## config.mk

```make
export PLATFORM = sky130hd
export DESIGN_NAME = cfi_shadow_stack_flat
export DESIGN_NICKNAME = d
export VERILOG_FILES = /design/src/rtl/cfi_shadow_stack_pkg.sv /design/src/rtl/cfi_shadow_stack_if.sv /design/src/rtl/cfi_shadow_stack_lifo.sv /design/src/rtl/cfi_shadow_stack.sv /design/src/flat_wrapper.sv
export SDC_FILE = /design/constraint.sdc
export NUM_CORES = 2
export LEC_CHECK = 0
export CORE_MARGIN = 8
export CORE_UTILIZATION = 30
export DETAILED_ROUTE_END_ITERATION = 7
export GPL_TIMING_DRIVEN = 0
export SLEW_MARGIN = 20
export SYNTH_ARGS = -nofsm -noshare
export SYNTH_HDL_FRONTEND = slang
export SYNTH_SLANG_ARGS = --single-unit
```

## constraint.sdc

```tcl
create_clock -name clk_i -period 16.4 [get_ports clk_i]
set_input_delay 2.46 -clock clk_i [delete_from_list [all_inputs] [get_ports clk_i]]
set_output_delay 2.46 -clock clk_i [all_outputs]
set_load 0.02 [all_outputs]
```

## src/rtl/cfi_shadow_stack_pkg.sv

```systemverilog
// Shared types and decode helpers for the commit-stage shadow-stack monitor.
// The commit-entry struct carries only the fields this monitor inspects.
package cfi_shadow_stack_pkg;

   localparam int unsigned VLEN            = 64;
   localparam int unsigned NR_COMMIT_PORTS = 2;

   localparam logic [4:0] REG_ZERO = 5'd0;
   localparam logic [4:0] REG_RA   = 5'd1;

   typedef enum logic [3:0] {
      NONE,
      LOAD,
      STORE,
      ALU,
      CTRL_FLOW,
      MULT,
      CSR
   } fu_t;

   typedef enum logic [6:0] {
      ADD,
      SUB,
      JAL,
      JALR,
      EQ,
      NE
   } fu_op;

   typedef struct packed {
      logic valid;
   } exception_t;

   typedef struct packed {
      logic [VLEN-1:0] pc;
      fu_t             fu;
      fu_op            op;
      logic [4:0]      rs1;
      logic [4:0]      rd;
      logic            is_compressed;
      exception_t      ex;
   } scoreboard_entry_t;

   typedef enum logic [1:0] {
      IDLE,
      AWAIT,
      VIOL
   } cfi_state_e;

   function automatic logic is_call(scoreboard_entry_t e);
      return (e.fu == CTRL_FLOW) && ((e.op == JAL) || (e.op == JALR)) && (e.rd == REG_RA);
   endfunction

   // rd == x0 excludes "jalr ra, 0(ra)", which is a call only.
   function automatic logic is_ret(scoreboard_entry_t e);
      return (e.fu == CTRL_FLOW) && (e.op == JALR) && (e.rs1 == REG_RA) && (e.rd == REG_ZERO);
   endfunction

   function automatic logic [VLEN-1:0] link_addr(scoreboard_entry_t e);
      return e.pc + (e.is_compressed ? VLEN'(2) : VLEN'(4));
   endfunction

endpackage

```

## src/rtl/cfi_shadow_stack_if.sv

```systemverilog
// Commit-stage tap carrying the committing instructions and their strobes.
interface cfi_shadow_stack_if;
   import cfi_shadow_stack_pkg::*;

   scoreboard_entry_t [NR_COMMIT_PORTS-1:0] commit_instr;
   logic              [NR_COMMIT_PORTS-1:0] commit_ack;

   modport master (output commit_instr, output commit_ack);
   modport slave  (input  commit_instr, input  commit_ack);
endinterface

```

## src/rtl/cfi_shadow_stack_lifo.sv

```systemverilog
// Register-based return-address LIFO serving two ordered requests (a then b) per cycle.
// A pop on empty is ignored; a push on full overwrites the oldest entry.
module cfi_shadow_stack_lifo
   import cfi_shadow_stack_pkg::*;
#(
   parameter int unsigned DEPTH = 16
) (
   input  logic                   clk_i,
   input  logic                   rst_ni,
   input  logic                   push_a,
   input  logic                   pop_a,
   input  logic [VLEN-1:0]        data_a,
   input  logic                   push_b,
   input  logic                   pop_b,
   input  logic [VLEN-1:0]        data_b,
   output logic                   empty_a,
   output logic                   full_a,
   output logic [VLEN-1:0]        top_a,
   output logic                   empty_b,
   output logic                   full_b,
   output logic [VLEN-1:0]        top_b,
   output logic [$clog2(DEPTH):0] depth,
   output logic                   overflow
);

   localparam int unsigned PW = $clog2(DEPTH);
   typedef logic [PW-1:0] ptr_t;
   typedef logic [PW:0]   cnt_t;
   localparam ptr_t PONE = ptr_t'(1);
   localparam cnt_t FULL = cnt_t'(DEPTH);

   function automatic cnt_t depth_step(cnt_t d, logic push, logic pop);
      if (pop && (d != '0))
         return d - cnt_t'(1);
      if (push && (d != FULL))
         return d + cnt_t'(1);
      return d;
   endfunction

   logic [VLEN-1:0] mem_q [DEPTH];
   ptr_t ptr_q, ptr_m, ptr_n;
   cnt_t depth_q, depth_m;
   logic overflow_q;
   logic pop_ok_a, pop_ok_b;

   assign empty_a  = (depth_q == '0);
   assign full_a   = (depth_q == FULL);
   assign top_a    = mem_q[ptr_q - PONE];
   assign pop_ok_a = pop_a && !empty_a;

   always_comb begin
      ptr_m = ptr_q;
      if (push_a)
         ptr_m = ptr_q + PONE;
      else if (pop_ok_a)
         ptr_m = ptr_q - PONE;
   end

   assign depth_m  = depth_step(depth_q, push_a, pop_a);
   assign empty_b  = (depth_m == '0);
   assign full_b   = (depth_m == FULL);
   // A pop right after a same-cycle push must see the value not yet in mem_q.
   assign top_b    = push_a ? data_a : mem_q[ptr_m - PONE];
   assign pop_ok_b = pop_b && !empty_b;

   always_comb begin
      ptr_n = ptr_m;
      if (push_b)
         ptr_n = ptr_m + PONE;
      else if (pop_ok_b)
         ptr_n = ptr_m - PONE;
   end

   // ---- stage p1: stack storage and bookkeeping ----
   always_ff @(posedge clk_i) begin
      if (push_a)
         mem_q[ptr_q] <= data_a;
      if (push_b)
         mem_q[ptr_m] <= data_b;
   end

   always_ff @(posedge clk_i or negedge rst_ni) begin
      if (!rst_ni) begin
         ptr_q      <= '0;
         depth_q    <= '0;
         overflow_q <= 1'b0;
      end else begin
         ptr_q      <= ptr_n;
         depth_q    <= depth_step(depth_m, push_b, pop_b);
         overflow_q <= overflow_q | (push_a & full_a) | (push_b & full_b);
      end
   end

   assign depth    = depth_q;
   assign overflow = overflow_q;

endmodule

```

## src/rtl/cfi_shadow_stack.sv

```systemverilog
// Commit-stage shadow stack: pushes call link addresses, and checks that the
// instruction committed after each return sits at the popped address.
module cfi_shadow_stack
   import cfi_shadow_stack_pkg::*;
#(
   parameter int unsigned DEPTH        = 16,
   parameter bit          WRAP_ON_FULL = 1'b1
) (
   input  logic                   clk_i,
   input  logic                   rst_ni,
   cfi_shadow_stack_if.slave      commit,
   output logic                   flow_integrity_violated_o,
   output logic [$clog2(DEPTH):0] ss_depth_o,
   output logic                   ss_overflow_o,
   output logic                   ss_underflow_o
);

   scoreboard_entry_t ins_a, ins_b;
   logic              live_a, live_b;
   cfi_state_e        state_p1, state_a, state_b;
   logic [VLEN-1:0]   expected_p1, exp_a, exp_b;
   logic              underflow_p1;
   logic              push_a, pop_a, uf_a;
   logic              push_b, pop_b, uf_b;
   logic              empty_a, full_a, empty_b, full_b;
   logic [VLEN-1:0]   top_a, top_b;

   assign ins_a  = commit.commit_instr[0];
   assign ins_b  = commit.commit_instr[1];
   assign live_a = commit.commit_ack[0] && !ins_a.ex.valid;
   assign live_b = commit.commit_ack[1] && !ins_b.ex.valid;

   // Slot 0 sees the registered state; a matching target re-enters IDLE and is
   // then decoded like any other instruction.
   always_comb begin
      state_a = state_p1;
      exp_a   = expected_p1;
      push_a  = 1'b0;
      pop_a   = 1'b0;
      uf_a    = 1'b0;
      if (live_a) begin
         if (state_a == AWAIT)
            state_a = (ins_a.pc == expected_p1) ? IDLE : VIOL;
         if (state_a == IDLE) begin
            if (is_call(ins_a)) begin
               if (full_a && !WRAP_ON_FULL)
                  state_a = VIOL;
               else
                  push_a = 1'b1;
            end else if (is_ret(ins_a)) begin
               if (empty_a) begin
                  uf_a = 1'b1;
               end else begin
                  pop_a   = 1'b1;
                  exp_a   = top_a;
                  state_a = AWAIT;
               end
            end
         end
      end
   end

   // Slot 1 continues from wherever slot 0 left the FSM and the stack.
   always_comb begin
      state_b = state_a;
      exp_b   = exp_a;
      push_b  = 1'b0;
      pop_b   = 1'b0;
      uf_b    = 1'b0;
      if (live_b) begin
         if (state_b == AWAIT)
            state_b = (ins_b.pc == exp_a) ? IDLE : VIOL;
         if (state_b == IDLE) begin
            if (is_call(ins_b)) begin
               if (full_b && !WRAP_ON_FULL)
                  state_b = VIOL;
               else
                  push_b = 1'b1;
            end else if (is_ret(ins_b)) begin
               if (empty_b) begin
                  uf_b = 1'b1;
               end else begin
                  pop_b   = 1'b1;
                  exp_b   = top_b;
                  state_b = AWAIT;
               end
            end
         end
      end
   end

   cfi_shadow_stack_lifo #(
      .DEPTH (DEPTH)
   ) u_lifo (
      .clk_i    (clk_i),
      .rst_ni   (rst_ni),
      .push_a   (push_a),
      .pop_a    (pop_a),
      .data_a   (link_addr(ins_a)),
      .push_b   (push_b),
      .pop_b    (pop_b),
      .data_b   (link_addr(ins_b)),
      .empty_a  (empty_a),
      .full_a   (full_a),
      .top_a    (top_a),
      .empty_b  (empty_b),
      .full_b   (full_b),
      .top_b    (top_b),
      .depth    (ss_depth_o),
      .overflow (ss_overflow_o)
   );

   // ---- stage p1: FSM state, pending target and underflow pulse ----
   always_ff @(posedge clk_i or negedge rst_ni) begin
      if (!rst_ni) begin
         state_p1     <= IDLE;
         underflow_p1 <= 1'b0;
      end else begin
         state_p1     <= state_b;
         underflow_p1 <= uf_a | uf_b;
      end
   end

   always_ff @(posedge clk_i) begin
      expected_p1 <= exp_b;
   end

   assign flow_integrity_violated_o = (state_p1 == VIOL);
   assign ss_underflow_o            = underflow_p1;

endmodule
```

## src/flat_wrapper.sv

```systemverilog
// flat-port wrapper written by rule: the top's interface ports become plain ports
module cfi_shadow_stack_flat import cfi_shadow_stack_pkg::*;
#(
   parameter int unsigned DEPTH        = 16,
   parameter bit          WRAP_ON_FULL = 1'b1
)
  (clk_i, rst_ni, flow_integrity_violated_o, ss_depth_o, ss_overflow_o, ss_underflow_o, commit_commit_instr, commit_commit_ack);
  cfi_shadow_stack_if commit_i ();
  input  logic clk_i;
  input  logic rst_ni;
  output logic flow_integrity_violated_o;
  output logic [$clog2(DEPTH):0] ss_depth_o;
  output logic ss_overflow_o;
  output logic ss_underflow_o;
  input wire logic [$bits(commit_i.commit_instr)-1:0] commit_commit_instr;
  input wire logic [$bits(commit_i.commit_ack)-1:0] commit_commit_ack;
  assign commit_i.commit_instr = commit_commit_instr;
  assign commit_i.commit_ack = commit_commit_ack;
  cfi_shadow_stack #(.DEPTH(DEPTH), .WRAP_ON_FULL(WRAP_ON_FULL)) u_core (.clk_i(clk_i), .rst_ni(rst_ni), .commit(commit_i), .flow_integrity_violated_o(flow_integrity_violated_o), .ss_depth_o(ss_depth_o), .ss_overflow_o(ss_overflow_o), .ss_underflow_o(ss_underflow_o));
endmodule
```

==> results.md <==
* Gate Count Post-Synth at just under 5,000
* Final core utilization at between 30% and 40%
* Net count after synthesis at roughly 5,000
* Leakage component of the power at 27.45 nW
* Setup Crit Path Kind: reg -> reg
* Number of warnings reported in the yosys synthesis log at 0
* Fin crit period at 15,570 ps
* Critical R2R Launch: u_core.u_lifo.ptr_q[0]
* CTS tree: done
* Worst reg2reg setup slack at 830 ps
* Data arrival at the endpoint of the critical path at approximately 16,000 ps
* Max-slew headroom at between 10 and 15%
* Total gr overflow at 0
* Number of register bits inferred by synthesis at 1,101
* Detailed Routing Iterations Pass 1 at 6
* Share of flip-flops with an asynchronous set or reset after synthesis at under 10%
* Wirelength per Cell at 49.18 um
* Cell-internal power at between 6 and 7 mW
* Netlist cell types at 86
* Largest net degree at the start of global routing at 29
* Detailed-route vias per instance at around 6.6
* Buffering stage count on the worst path with inverters included at 23
* Most frequent standard cell in the layout excluding fill and tap cells: sky130_fd_sc_hd__mux2i_1
* Ratio of final minimum period to clock period at between 90% and 100%
* Final layout net count at about 5,600
* Top_reg_cell synth: sky130_fd_sc_hd__edfxtp_1
* Clock sink count at between 1,000 and 1,500
* Number of buffers created by CTS at roughly 140
* Detailed placer's ending HPWL at roughly 310,000 um
* Chip Height at 494.3 um
* Reg power frac at 30.1%
* Worst-skew pair later-pin latency at roughly 840 ps
* Critical path startpoint category: register
* RSZ-0062 raised after global routing: no
* Top library cells by usage in the layout, fill and taps aside: 1,230 x sky130_fd_sc_hd__mux2i_1, 1,024 x sky130_fd_sc_hd__edfxtp_1, 525 x sky130_fd_sc_hd__mux4_2, 267 x sky130_fd_sc_hd__nand2_1, 204 x sky130_fd_sc_hd__clkbuf_1
* Hold path startpoint: u_core.u_lifo.overflow
* Starting density of the core at between 30% and 40%
* Number of cells on the worst hold path at 2
* Max-capacitance violation count at 0
* Post-cts repair resize count at 0
* Areal power density over the cells at about 120 nW/um^2
* Combinational cell fraction of total power at approximately two fifths
* Cells taking the most area after synthesis: sky130_fd_sc_hd__edfxtp_1 45%, sky130_fd_sc_hd__mux2i_1 18%, sky130_fd_sc_hd__mux4_2 17%, sky130_fd_sc_hd__xnor2_1 2.1%, sky130_fd_sc_hd__dfxtp_1 1.9%
* Number of input and output port buffers inserted at 167
* Type of the most critical hold path: reg -> reg
* Via count of the first global-routing pass at approximately 53,000
* Critical Path Most Common Cell: sky130_fd_sc_hd__buf_2
* Worst-Margin Slew at around 1300 ps
* Core ar. at approximately 230,000 sq um
* Data required time of the critical path at ~17,000 ps
* Count of standard-cell rows at 175
* Root Buffer Master: sky130_fd_sc_hd__clkbuf_16
* Total wire length after detailed routing at ~420,000 um
* Routed vias at roughly 56,000
* Final hold violations at 0
* Number of pins with negative max-slew slack in the final report at 0
* GRT Util Overall at between 30 and 40%
* Count of boundary I/O pins at roughly 190
* Sort of element at the end of the critical path: register
* Post-CTS Setup Inserts at 0
* Floorplan die width at 494.3 um
* Setup-failing EPs final at 0
* Part of the total power dissipated in the clock network at between 20% and 30%
* Logic depth of the worst register-to-register path at 34
* Crit path max-delay cell type: sky130_fd_sc_hd__nor4_1
* Post-synthesis area per instance at between 10 and 15 sq um
* Run status: finished clean
* Buffers from clock root to sink, at most at 3
* Fraction of final layout cells with drive strength greater than 1 at between 20% and 30%
* Worst ir drop on vdd at a little over 90 uV
* Sequential-to-total area share from yosys stat at 47.14%
* Clock-pin slew reported for the worst setup and hold paths after clock tree synthesis at around 60 ps
* Hold bufs inserted after CTS at 0
* Worst setup path startpoint: u_core.u_lifo.ptr_q[0]
* Portion of synthesized cell area occupied by the leading cell type at 44.80%
* Total DRC errors in the routed layout at 0
* Full die area at ~240,000 sq um
* Post-synth top area cell: sky130_fd_sc_hd__edfxtp_1
* Netlist area before placement at around 69,000 sq um
* Iteration-0 DRC count of the detailed router at roughly 10,000
* Routability cong. at 1.061
* Switching power at a little over 4 mW
* Number of flops mapped to enable cells by yosys at a little over 1,000
* Logic depth of the worst setup path including buffers at 34
* Category of cells accounting for the largest share of critical-path delay: buffers and inverters
* Largest stage delay on the critical path at between 900 and 1000 ps
* Layout area overhead at 19.54%
* Wire length of the first global-routing pass at approximately 530,000 um
* Clock tree skew after final layout at roughly 48 ps
* Switching power as a share of total power at between 40% and 50%
* Antenna violations before repair at 50
* Final hold slack at about 540 ps
* Achievable clock frequency at 0.06424 GHz
* Number of antenna-violating nets in the routed design at 0
* Depth of the CTS H-tree at 4
* Critical Path Fanout Max at 10
## Yosys cell counts, types with 64 or more instances
cell type,count
sky130_fd_sc_hd__mux2i_1,1232
sky130_fd_sc_hd__o21ai_0,79
sky130_fd_sc_hd__xnor2_1,166
sky130_fd_sc_hd__clkbuf_1,247
sky130_fd_sc_hd__dfxtp_1,64
sky130_fd_sc_hd__edfxtp_1,1024
sky130_fd_sc_hd__mux4_2,525
sky130_fd_sc_hd__nor2_1,104
sky130_fd_sc_hd__a21oi_1,90
sky130_fd_sc_hd__nand3_1,84
sky130_fd_sc_hd__xor2_1,93
sky130_fd_sc_hd__buf_2,97
sky130_fd_sc_hd__inv_1,68
sky130_fd_sc_hd__nand2_1,268
sky130_fd_sc_hd__buf_4,87
## logic make-up (layout without fill, tap and decap cells)
kind of cell    count (synthesis)  count (layout)  share of synthesized area, %
mux                          1838            1838                         36.52
flops                        1101            1101                         47.14
simple gates                  725             725                         5.219
buf+inv                       553            1158                         3.983
compound gates                366             366                         3.516
xor+xnor                      259             259                         3.305
fa+ha+maj                      16              16                        0.3135
other cells                     0              37                             0
## final timing paths
path / end
max in group asynchronous: u_core.state_p1[0]
min in group asynchronous: u_core.ss_underflow_o
worst max register to register: u_core.u_lifo.mem_q[2][30]
worst min-delay path: u_core.u_lifo.overflow
worst min register to register: u_core.u_lifo.overflow
worst max-delay path: u_core.u_lifo.mem_q[2][30]
## power by group through the flow
stage               sequential [mW]  combinational (mW)  clock (mW)
finish                         3.08                4.15        2.99
detailed placement             3.14                3.89           0
global route                   3.08                4.04        3.07
global placement               3.14                3.70           0
CTS                            3.08                3.90        2.98
floorplan                      3.14                1.80           0
## through the flow
step | setup WS [ps] | cells | instance area (sq um) | power (mW) | TNS [ps]
after floorplan | 3196 | 4858 | 68640 | 4.937 | 0
after global placement | -18750 | 8034 | 74070 | 6.840 | -8578000
after detailed placement | 1694 | 8228 | 77720 | 7.028 | 0
after CTS | 1653 | 8472 | 81920 | 9.953 | 0
after global routing | 1284 | 8474 | 81960 | 10.18 | 0
final | 833.7 | 8509 | 82050 | 10.22 | 0
## layout make-up
| class | instances | area (sq um) |
|---|---|---|
| clock inverters | 70 | 563.0 |
| fillers | 21630 | 145500 |
| plain buffers | 485 | 2601 |
| well taps | 3009 | 3765 |
| repair buffers | 361 | 4848 |
| flip-flops and latches | 1101 | 32360 |
| clock buffers | 174 | 3638 |
| multi-input cells | 3204 | 33930 |
| diodes | 37 | 92.59 |
| inverters | 68 | 255.2 |
## registers in the layout, summed over array words and instances (netlist names)
register / count
u_core.ss_underflow_o: 1
u_core.state_p1: 2
u_core.u_lifo.overflow: 1
u_core.u_lifo.depth: 5
u_core.expected_p1: 64
u_core.u_lifo.ptr_q: 4
u_core.u_lifo.mem_q: 1024
## routing by layer
metal  share of wire [%]  wire [um]  GRT usage, %  vias to the layer above
li1                    -          -             -                    20320
met1                  34     141500         37.72                    28910
met2                  43     179000         49.10                     5356
met3                  13      52930         11.60                     1508
met4                  11      44900         28.43                       18
met5               0.041        172       0.03967                        -
## worst register-to-register path: cells and delay by family, from the launching register on
family	cells	cell delay [ps]
buffers and inverters	23	9330
and+or+nand+nor	5	2130
AOI/OAI and AO/OA	3	1890
muxes	2	1120
DFF	1	430
adders and majority gates	1	330
(Power assumes the default switching activity.)
